### src/rtl/bc_pkg.sv
// Shared types and helpers for the Bulls & Cows turn controller and its setup logic.
package bc_pkg;

  localparam int unsigned NUM_DIGITS = 4;
  localparam int unsigned DIGIT_W    = 4;
  localparam int unsigned CODE_W     = NUM_DIGITS * DIGIT_W;
  localparam int unsigned IDX_W      = $clog2(NUM_DIGITS);

  localparam logic P1 = 1'b0;
  localparam logic P2 = 1'b1;

  typedef enum logic [2:0] {
    IDLE       = 3'd0,
    WAIT_GUESS = 3'd1,
    CHECK      = 3'd2,
    SCORE      = 3'd3,
    REPORT     = 3'd4,
    WIN        = 3'd5,
    DRAW       = 3'd6
  } state_t;

  // A code is legal when every nibble is a decimal digit and no digit repeats.
  function automatic logic digits_distinct_valid(input logic [CODE_W-1:0] code);
    logic ok;
    ok = 1'b1;
    for (int unsigned i = 0; i < NUM_DIGITS; i++) begin
      if (code[i*DIGIT_W +: DIGIT_W] > DIGIT_W'(9)) ok = 1'b0;
      for (int unsigned j = i + 1; j < NUM_DIGITS; j++) begin
        if (code[i*DIGIT_W +: DIGIT_W] == code[j*DIGIT_W +: DIGIT_W]) ok = 1'b0;
      end
    end
    return ok;
  endfunction

endpackage

### src/rtl/bc_turn_scheduler_digit_match.sv
// Scores one guess digit against a full secret: bull on same position, cow elsewhere.
module bc_digit_match
  import bc_pkg::*;
(
  input  logic [DIGIT_W-1:0] digit_i,
  input  logic [IDX_W-1:0]   pos_i,
  input  logic [CODE_W-1:0]  secret_i,
  output logic               bull_o,
  output logic               cow_o
);

  logic other_hit;

  always_comb begin
    bull_o    = 1'b0;
    other_hit = 1'b0;
    for (int unsigned i = 0; i < NUM_DIGITS; i++) begin
      if (secret_i[i*DIGIT_W +: DIGIT_W] == digit_i) begin
        if (IDX_W'(i) == pos_i) bull_o = 1'b1;
        else                    other_hit = 1'b1;
      end
    end
    cow_o = other_hit & ~bull_o;
  end

endmodule

### src/rtl/bc_turn_scheduler.sv
// Two-player Bulls & Cows turn controller: latches secrets, alternates guesses, scores, declares win/draw.
// Build option BC_PARALLEL_SCORE_EN scores all digits in a single SCORE cycle.
module bc_turn_scheduler
  import bc_pkg::*;
#(
  parameter int unsigned MAX_ROUNDS = 10
) (
  input  logic              clock,
  input  logic              reset,
  input  logic              new_game,
  input  logic              secrets_valid,
  input  logic [CODE_W-1:0] p1_secret,
  input  logic [CODE_W-1:0] p2_secret,
  input  logic              guess_stb,
  input  logic [CODE_W-1:0] guess,
  output logic              cur_player,
  output logic              busy,
  output logic              reject,
  output logic              result_valid,
  output logic [2:0]        bulls,
  output logic [2:0]        cows,
  output logic              win,
  output logic              winner,
  output logic              draw,
  output logic [3:0]        round_cnt,
  output logic [2:0]        state_code
);

  state_t            state_q;
  logic [CODE_W-1:0] p1_q, p2_q, guess_q;
  logic              cur_player_q, reject_q, result_valid_q;
  logic              win_q, winner_q, draw_q;
  logic [2:0]        bulls_q, cows_q;
  logic [3:0]        round_cnt_q;
  logic [2:0]        bulls_d, cows_d;
  logic [CODE_W-1:0] opp_secret;

  assign opp_secret = (cur_player_q == P1) ? p2_q : p1_q;

`ifdef BC_PARALLEL_SCORE_EN
  logic [NUM_DIGITS-1:0] bull_v, cow_v;

  for (genvar g = 0; g < NUM_DIGITS; g++) begin : g_match
    bc_digit_match u_match (
      .digit_i  (guess_q[g*DIGIT_W +: DIGIT_W]),
      .pos_i    (IDX_W'(g)),
      .secret_i (opp_secret),
      .bull_o   (bull_v[g]),
      .cow_o    (cow_v[g])
    );
  end

  always_comb begin
    bulls_d = '0;
    cows_d  = '0;
    for (int unsigned i = 0; i < NUM_DIGITS; i++) begin
      bulls_d = bulls_d + 3'(bull_v[i]);
      cows_d  = cows_d + 3'(cow_v[i]);
    end
  end
`else
  logic [IDX_W-1:0] idx_q;
  logic             bull_s, cow_s;

  bc_digit_match u_match (
    .digit_i  (guess_q[idx_q*DIGIT_W +: DIGIT_W]),
    .pos_i    (idx_q),
    .secret_i (opp_secret),
    .bull_o   (bull_s),
    .cow_o    (cow_s)
  );

  assign bulls_d = bulls_q + 3'(bull_s);
  assign cows_d  = cows_q + 3'(cow_s);
`endif

  always_ff @(posedge clock or negedge reset) begin
    if (!reset) begin
      state_q        <= IDLE;
      p1_q           <= '0;
      p2_q           <= '0;
      guess_q        <= '0;
      cur_player_q   <= P1;
      reject_q       <= 1'b0;
      result_valid_q <= 1'b0;
      win_q          <= 1'b0;
      winner_q       <= 1'b0;
      draw_q         <= 1'b0;
      bulls_q        <= '0;
      cows_q         <= '0;
      round_cnt_q    <= '0;
`ifndef BC_PARALLEL_SCORE_EN
      idx_q          <= '0;
`endif
    end else if (new_game) begin
      state_q        <= IDLE;
      p1_q           <= '0;
      p2_q           <= '0;
      guess_q        <= '0;
      cur_player_q   <= P1;
      reject_q       <= 1'b0;
      result_valid_q <= 1'b0;
      win_q          <= 1'b0;
      winner_q       <= 1'b0;
      draw_q         <= 1'b0;
      bulls_q        <= '0;
      cows_q         <= '0;
      round_cnt_q    <= '0;
`ifndef BC_PARALLEL_SCORE_EN
      idx_q          <= '0;
`endif
    end else begin
      reject_q       <= 1'b0;
      result_valid_q <= 1'b0;
      case (state_q)
        IDLE: begin
          if (secrets_valid) begin
            p1_q         <= p1_secret;
            p2_q         <= p2_secret;
            cur_player_q <= P1;
            round_cnt_q  <= '0;
            state_q      <= WAIT_GUESS;
          end
        end
        WAIT_GUESS: begin
          if (guess_stb) begin
            guess_q <= guess;
            state_q <= CHECK;
          end
        end
        CHECK: begin
          if (!digits_distinct_valid(guess_q)) begin
            reject_q <= 1'b1;
            state_q  <= WAIT_GUESS;
          end else begin
            bulls_q <= '0;
            cows_q  <= '0;
`ifndef BC_PARALLEL_SCORE_EN
            idx_q   <= '0;
`endif
            state_q <= SCORE;
          end
        end
        SCORE: begin
          bulls_q <= bulls_d;
          cows_q  <= cows_d;
`ifdef BC_PARALLEL_SCORE_EN
          result_valid_q <= 1'b1;
          state_q        <= REPORT;
`else
          idx_q <= idx_q + IDX_W'(1);
          if (idx_q == IDX_W'(NUM_DIGITS - 1)) begin
            result_valid_q <= 1'b1;
            state_q        <= REPORT;
          end
`endif
        end
        REPORT: begin
          if (bulls_q == 3'(NUM_DIGITS)) begin
            win_q    <= 1'b1;
            winner_q <= cur_player_q;
            state_q  <= WIN;
          end else if (cur_player_q == P2 && (round_cnt_q + 4'd1) == 4'(MAX_ROUNDS)) begin
            round_cnt_q <= round_cnt_q + 4'd1;
            draw_q      <= 1'b1;
            state_q     <= DRAW;
          end else begin
            if (cur_player_q == P2) round_cnt_q <= round_cnt_q + 4'd1;
            cur_player_q <= ~cur_player_q;
            state_q      <= WAIT_GUESS;
          end
        end
        WIN, DRAW: ;
        default: state_q <= IDLE;
      endcase
    end
  end

  assign cur_player   = cur_player_q;
  assign busy         = (state_q == CHECK) || (state_q == SCORE) || (state_q == REPORT);
  assign reject       = reject_q;
  assign result_valid = result_valid_q;
  assign bulls        = bulls_q;
  assign cows         = cows_q;
  assign win          = win_q;
  assign winner       = winner_q;
  assign draw         = draw_q;
  assign round_cnt    = round_cnt_q;
  assign state_code   = state_q;

endmodule

### config.mk
export PLATFORM = sky130hd
export DESIGN_NAME = bc_turn_scheduler
export DESIGN_NICKNAME = d
export VERILOG_FILES = /design/src/rtl/bc_pkg.sv /design/src/rtl/bc_turn_scheduler_digit_match.sv /design/src/rtl/bc_turn_scheduler.sv
export SDC_FILE = /design/constraint.sdc
export NUM_CORES = 1
export LEC_CHECK = 0
export ABC_AREA = 1
export ABC_CLOCK_PERIOD_IN_PS = 2850
export BUFFER_PORTS_ARGS = -buffer_cell sky130_fd_sc_hd__buf_2
export CORE_ASPECT_RATIO = 0.9
export CORE_MARGIN = 2
export CORE_UTILIZATION = 50
export DETAILED_ROUTE_END_ITERATION = 8
export PLACE_DENSITY = 0.82
export SYNTH_ARGS = -nofsm -noshare
export SYNTH_HDL_FRONTEND = slang
export SYNTH_SLANG_ARGS = --single-unit
### constraint.sdc
create_clock -name clock -period 2.85 [get_ports clock]
set_clock_uncertainty 0.1 [all_clocks]
set_input_delay 0.4275 -clock clock [delete_from_list [all_inputs] [get_ports clock]]
set_output_delay 0.4275 -clock clock [all_outputs]
set_load 0.02 [all_outputs]
---- Word level (Yosys, flattened, before mapping) ----
Cells that the tools add are included.
operators by class
  add/sub/neg operators ................... 4
  magnitude comparators ................... 4
  eq/ne operators ......................... 31
  shifts and indexed selects .............. 1
  muxes and demuxes ....................... 81
  bitwise logic cells ..................... 3
  reductions and logical operators ........ 23
operators by type and width
  cell                                                             number
  16-bit 2-to-1 mux                                                10
  1-bit 2-to-1 mux                                                 48
  4-bit == test                                                    10
  3-bit 2-to-1 mux                                                 9
  4-bit 2-to-1 mux                                                 5
  3-bit inequality test, second input constant                     6
  3-bit case mux with 6 select lines                               1
  4-bit > comparator, second input constant                        4
  16-bit by 5-bit variable part select with 4-bit output           1
  2-bit nonzero test                                               7
  3-bit == test, second input constant                             4
  3-bit case mux with 2 select lines                               2
  4-bit AND reduction                                              3
  4-bit case mux with 2 select lines                               1
  2-bit AND reduction                                              4
  3-bit by 1-bit adder with 3-bit output                           2
  3-bit by 2-bit == test with 1-bit output, second input constant  2
  2-bit 2-to-1 mux                                                 3
  3-bit nonzero test                                               2
  4-bit by 1-bit adder with 4-bit output, second input constant    1
  2-bit == test, first input constant                              2
  4-bit == test, second input constant                             1
  2-bit inequality test, second input constant                     2
  4-bit inequality test, second input constant                     1
  14 further kinds                                                 16
word-level totals
  flip-flop bits (word level) ............. 69
  bits of input ports ..................... 53
  output and inout port bits .............. 20
  logic and storage cells ................. 161

---- Longest topological paths before layout ----
  depth after elaboration ................. 16
  depth in mapped cells ................... 19

---- Modules after synthesis ----
Synthesis repeated with hierarchy kept, for this count alone.
unflattened totals
  cell total of the unflattened synthesis .. 609
  area total of the unflattened synthesis .. 4142.7 sq um
modules (own cells, without submodules)
  module             times used  cells an instance  area each (sq um)
  bc_turn_scheduler  1           510                3733.6
  bc_digit_match     1           99                 409.1

---- Least setup slack after synthesis ----
No wires, ideal clock.
  path kind ............................... register -> register
  start point ............................. register cur_player_q (netlist: cur_player)
  end point ............................... register cows_q[2] (netlist: cows[2])
  setup time .............................. 117 ps
  arrival ................................. 2053 ps
  data required time ...................... 2633 ps
  slack ................................... 580 ps
  cell stages (with the launch flop) ...... 18
  path buffers ............................ 2
  cell sequence ........................... dfrtp_1 -> buf_6 -> buf_8 -> o21ai_0 -> inv_1 -> nand2_1 -> nand2_1 -> nor2_2 -> nand3_1 -> nand2_1 -> inv_1 -> nand2_2 -> nor2_2 -> ha_1 -> ha_1 -> xor2_1 -> nand2_1 -> nand2_1
on the way
  cells in the longest elaborated chain, start to end .. 14
ends and longest elaborated chain
  item                                      RTL line                             text
  from (decl)                               bc_turn_scheduler.sv:31              logic cur_player_q, reject_q, result_valid_q;
  from (signal assigned)                    bc_turn_scheduler.sv:169             cur_player_q <= ~cur_player_q;
  16-bit 2-to-1 mux *                       bc_turn_scheduler.sv:38              assign opp_secret = (cur_player_q == P1) ? p2_q : p1_q;
  4-bit == test                             bc_turn_scheduler_digit_match.sv:18  if (secret_i[i*DIGIT_W +: DIGIT_W] == digit_i) begin
  1-bit 2-to-1 mux                          bc_turn_scheduler_digit_match.sv:18
  1-bit 2-to-1 mux                          bc_turn_scheduler_digit_match.sv:19  if (IDX_W'(i) == pos_i) bull_o = 1'b1;
  1-bit 2-to-1 mux                          bc_turn_scheduler_digit_match.sv:18
  1-bit 2-to-1 mux                          bc_turn_scheduler_digit_match.sv:19
  1-bit 2-to-1 mux                          bc_turn_scheduler_digit_match.sv:18
  1-bit 2-to-1 mux                          bc_turn_scheduler_digit_match.sv:19
  1-bit 2-to-1 mux                          bc_turn_scheduler_digit_match.sv:18
  1-bit inverter                            bc_turn_scheduler_digit_match.sv:23  cow_o = other_hit & ~bull_o;
  1-bit bitwise AND *                       bc_turn_scheduler_digit_match.sv:23
  3-bit by 1-bit adder with 3-bit output *  bc_turn_scheduler.sv:74              assign cows_d = cows_q + 3'(cow_s);
  3-bit case mux with 2 select lines *      bc_turn_scheduler.sv:115             case (state_q)
  3-bit 2-to-1 mux *                        bc_turn_scheduler.sv:95              end else if (new_game) begin
  to (signal assigned)                      bc_turn_scheduler.sv:146             cows_q <= cows_d;
  to (decl)                                 bc_turn_scheduler.sv:33              logic [2:0] bulls_q, cows_q;
Every way passes the cells marked *; elsewhere a longest branch is shown, timed or not.
A chain may end at the register's enable or synchronous reset.

---- Worst setup path after layout ----
  start point ............................. register idx_q[0]
  end point ............................... register cows_q[2] (netlist: cows[2])
on the way
  cells in the longest elaborated chain, start to end .. 14
ends and longest elaborated chain
  item                                                                                         RTL line                                                                  text
  from (decl)                                                                                  bc_turn_scheduler.sv:62                                                   logic [IDX_W-1:0] idx_q;
  from (signal assigned)                                                                       bc_turn_scheduler.sv:151                                                  idx_q <= idx_q + IDX_W'(1);
  16-bit by 5-bit variable part select with 4-bit output or 2-bit logical NOT (tied branches)  bc_turn_scheduler.sv:66, bc_turn_scheduler_digit_match.sv:19
  4-bit == test or 1-bit 2-to-1 mux (tied branches)                                            bc_turn_scheduler_digit_match.sv:18, bc_turn_scheduler_digit_match.sv:19
  1-bit 2-to-1 mux                                                                             bc_turn_scheduler_digit_match.sv:18
  1-bit 2-to-1 mux                                                                             bc_turn_scheduler_digit_match.sv:19
  1-bit 2-to-1 mux                                                                             bc_turn_scheduler_digit_match.sv:18
  1-bit 2-to-1 mux                                                                             bc_turn_scheduler_digit_match.sv:19
  1-bit 2-to-1 mux                                                                             bc_turn_scheduler_digit_match.sv:18
  1-bit 2-to-1 mux                                                                             bc_turn_scheduler_digit_match.sv:19
  1-bit 2-to-1 mux                                                                             bc_turn_scheduler_digit_match.sv:18
  1-bit inverter                                                                               bc_turn_scheduler_digit_match.sv:23
  1-bit bitwise AND *                                                                          bc_turn_scheduler_digit_match.sv:23
  3-bit by 1-bit adder with 3-bit output *                                                     bc_turn_scheduler.sv:74
  3-bit case mux with 2 select lines *                                                         bc_turn_scheduler.sv:115
  3-bit 2-to-1 mux *                                                                           bc_turn_scheduler.sv:95
Marked as above.

==> results.md <==
- Gpl congestion: 0.895
- Total Power: 3.64 mW
- Async S/R FF share, synth: 100%
- PnR worst setup slack: between 300 and 400 ps
- Setup repair bufs after CTS: 0
- Number of flops mapped to enable cells by yosys: 0
- Design area: roughly 4800 um2
- Mapped cell area: 4250 um2
- Clock buffer depth: 2
- Worst-path maximum fanout: 12
- Die span in y: 91.5 um
- Final core utilization: approximately 59%
- Synth Net Count: 640
- Detailed placement HPWL: 7.34 mm
- Crit path arrival time: ~2700 ps
- Buffers on Ports: 72
- Reg2Reg Setup Slack: 310 ps
- Number of hold violations in the final report: 0
- Min cycle time layout: 2540 ps
- Chip Width: 101 um
- Via count: 3771
- CP Launch Type: flop
- Max_slew headroom: 31.5%
- Clk slew on worst S/H paths: about 70 ps
- Worst setup path end: cows[2]
- Worst reg2reg path startpoint: idx_q[0]
- Met3 wire length: between 400 and 500 um
- Vias per cell: slightly above 5
- Post-route DRC: 0
- Post-DP Area: about 4600 um2
- Top_reg_cell synth: dfrtp_1
- Synthesized flop and latch total: 69
- Area of the core: between 8000 and 9000 um2
- Max_cap viols: 0
- Outcome: finished, final reports clean
- # diodes: 0
- DR top layer: met4
- Lkg Pwr: 2.56 nW
- I/O pin count: 73
- Antenna viol nets, final: 0
- Die Area: 9260 um2
- Filler Cells Inserted: between 700 and 800
- VDD IR max: 0.000289 V
- # rows: 31
- Ys Warns: 0
- Routed WL: 9.79 mm
- Initial DRC Count: 114
- Tightest Pin Transition: 1030 ps
- Drt pass-1 iters: 4
- Synth-to-Final Area Change: 12.5%
- Worst hold path class: input port to flop
- Overall Global Routing Usage: 22.7%
- Setup-failing EPs final: 0
- Initial antenna violation count: 0
- Largest net degree at the start of global routing: 47
- Total clock buffers created by CTS: 9
- Crit path kind: flop to flop
- Required @ worst endpoint: 3000 ps
- Sequential-to-total area share from yosys stat: 40.6%
- Met2 WL: roughly 4.5 mm
- CTS tree: done
- Crit share post-route: around nine tenths
- Place WS: about 350 ps
- WL per Instance: 13.3 um
- Syn avg cell area: 7.37 um2
- Pwr/cell area: 760 nW/um2
- Fin cells: 736
- Fmax: 394 MHz
- Nets: 698
- Clock Latency Late Sink: 350 ps
- Post-Syn Instances: 577
- H-tree Lvls: 3
- R2r worst-path depth: 17
- Clock tree root driver cell: clkbuf_8
- Final max-slew violation count: 0
- RSZ-0062 raised after global routing: no
- Layout cells sized above 1: between 15 and 20%
- GRT overflow: 0
- R2R Path End: cows[2]
- Dpl cells: approximately 720
- Crit end category: flop
- Clock Sinks: 69
- TNS Setup: 0 ps
- Count of cell types in the netlist: 32
- First-pass GRT wire length: 16.7 mm
- Origin of the worst setup path: idx_q[0]
- Vias in the first global route: 3597
- Met1 wire length: 4.71 mm
- Initial core utilization: a little over half
- WHS: 213 ps
==> state kept, by name, summed over array words and instances (netlist names) <==
name          count
bulls             3
cows              3
cur_player        1
draw              1
guess_q          16
idx_q             2
p1_q             16
p2_q             16
reject            1
result_valid      1
round_cnt         4
state_code        3
win               1
winner            1
==> worst min path at each step <==
stage                        to  cells after the start    startpoint  slack, ps
floorplan              bulls[0]                      0         reset         30
global placement        p1_q[6]                      1         reset        360
detailed placement          win                      2           win        380
CTS                     p2_q[5]                      3  p2_secret[5]        200
global route        guess_q[13]                      3     guess[13]        200
finish                  p2_q[3]                      3  p2_secret[3]        210
==> cells by family (layout without fill, tap and decap cells) <==
logic type / Yosys count / after routing / synth area share [%]
DFF: 69 / 69 / 40.6
adders and majority gates: 10 / 10 / 2.94
AOI/OAI and AO/OA: 85 / 85 / 10.4
and+or+nand+nor: 265 / 265 / 27.8
buffers and inverters: 122 / 182 / 12.9
xor gates and xnor gates: 26 / 26 / 5.35
==> placed cells by master (no fill, tap or decap), types with 4 or more instances in the layout <==
master and instances:
xnor2_1 16, nand2_1 132, xor2_1 10, ha_1 10, nor2_1 26, nand3_2 5
o21ai_0 60, nand3_1 79, inv_2 4, inv_1 83, nor3_1 5, buf_4 7
nand2_2 6, dfrtp_1 69, a21oi_1 5, buf_2 72, o21ai_1 15, nor2_2 4
clkbuf_8 11, nand4_1 5
==> area by class of cell <==
type                            instances  area (um2)  area share [%]
Inverter                               89         339            7.08
Sequential cell                        69        1730            36.1
Timing Repair Buffer                   80         423            8.84
Tap cell                               99         124            2.59
Clock inverter                          2        35.0           0.732
Clock buffer                           11         151            3.16
Multi-Input combinational cell        386        1990            41.5
==> synthesized netlist by cell type, types with 4 or more instances <==
| library cell | count | area (um2) |
|---|---|---|
| a21oi_1 | 5 | 25.0 |
| buf_2 | 10 | 50.1 |
| buf_4 | 4 | 30.0 |
| buf_6 | 5 | 56.3 |
| clkbuf_1 | 7 | 26.3 |
| clkbuf_2 | 6 | 30.0 |
| dfrtp_1 | 69 | 1730 |
| ha_1 | 10 | 125 |
| inv_1 | 83 | 312 |
| inv_2 | 4 | 15.0 |
| nand2_1 | 132 | 495 |
| nand2_2 | 6 | 37.5 |
| nand3_1 | 79 | 395 |
| nand3_2 | 5 | 50.1 |
| nand4_1 | 5 | 31.3 |
| nor2_1 | 26 | 97.6 |
| nor2_2 | 4 | 25.0 |
| nor3_1 | 5 | 25.0 |
| o21ai_0 | 60 | 300 |
| o21ai_1 | 15 | 75.1 |
| xnor2_1 | 16 | 140 |
| xor2_1 | 10 | 87.6 |
==> metal layers <==
metal	vias up	global-route usage [%]
met3	13	5.62
met2	83	33.9
li1	1930	-
met4	0	7.09
met5	-	0
met1	1745	32.2
==> what timing repair did <==
item	4_1_cts	5_1_grt
endpoints found under the hold margin	12	0
endpoints found under the setup margin	0	0
resized for setup	0	0
hold buffers	1	0
==> power breakdown <==
| group | total [mW] | internal (mW) | switching [mW] |
|---|---|---|---|
| registers | 1.33 | 1.14 | 0.200 |
| clock network | 0.787 | 0.436 | 0.351 |
| logic | 1.52 | 0.554 | 0.961 |
| total | 3.64 | 2.13 | 1.51 |
==> worst max-delay path, stage by stage (launching register included) <==
cell     delay, ps
dfrtp_1        540
inv_6          160
nand2_1         60
nand3_1        190
nand2_2        110
nand2_1         70
nand2_1         40
nor2_1         180
nand3_1        100
nand2_1         70
inv_1           40
nand2_2         80
nor2_2          40
ha_1           180
ha_1           180
xor2_1         150
nand2_1         70
nand2_1         50
No activity file was read; power rests on OpenSTA's default activity.
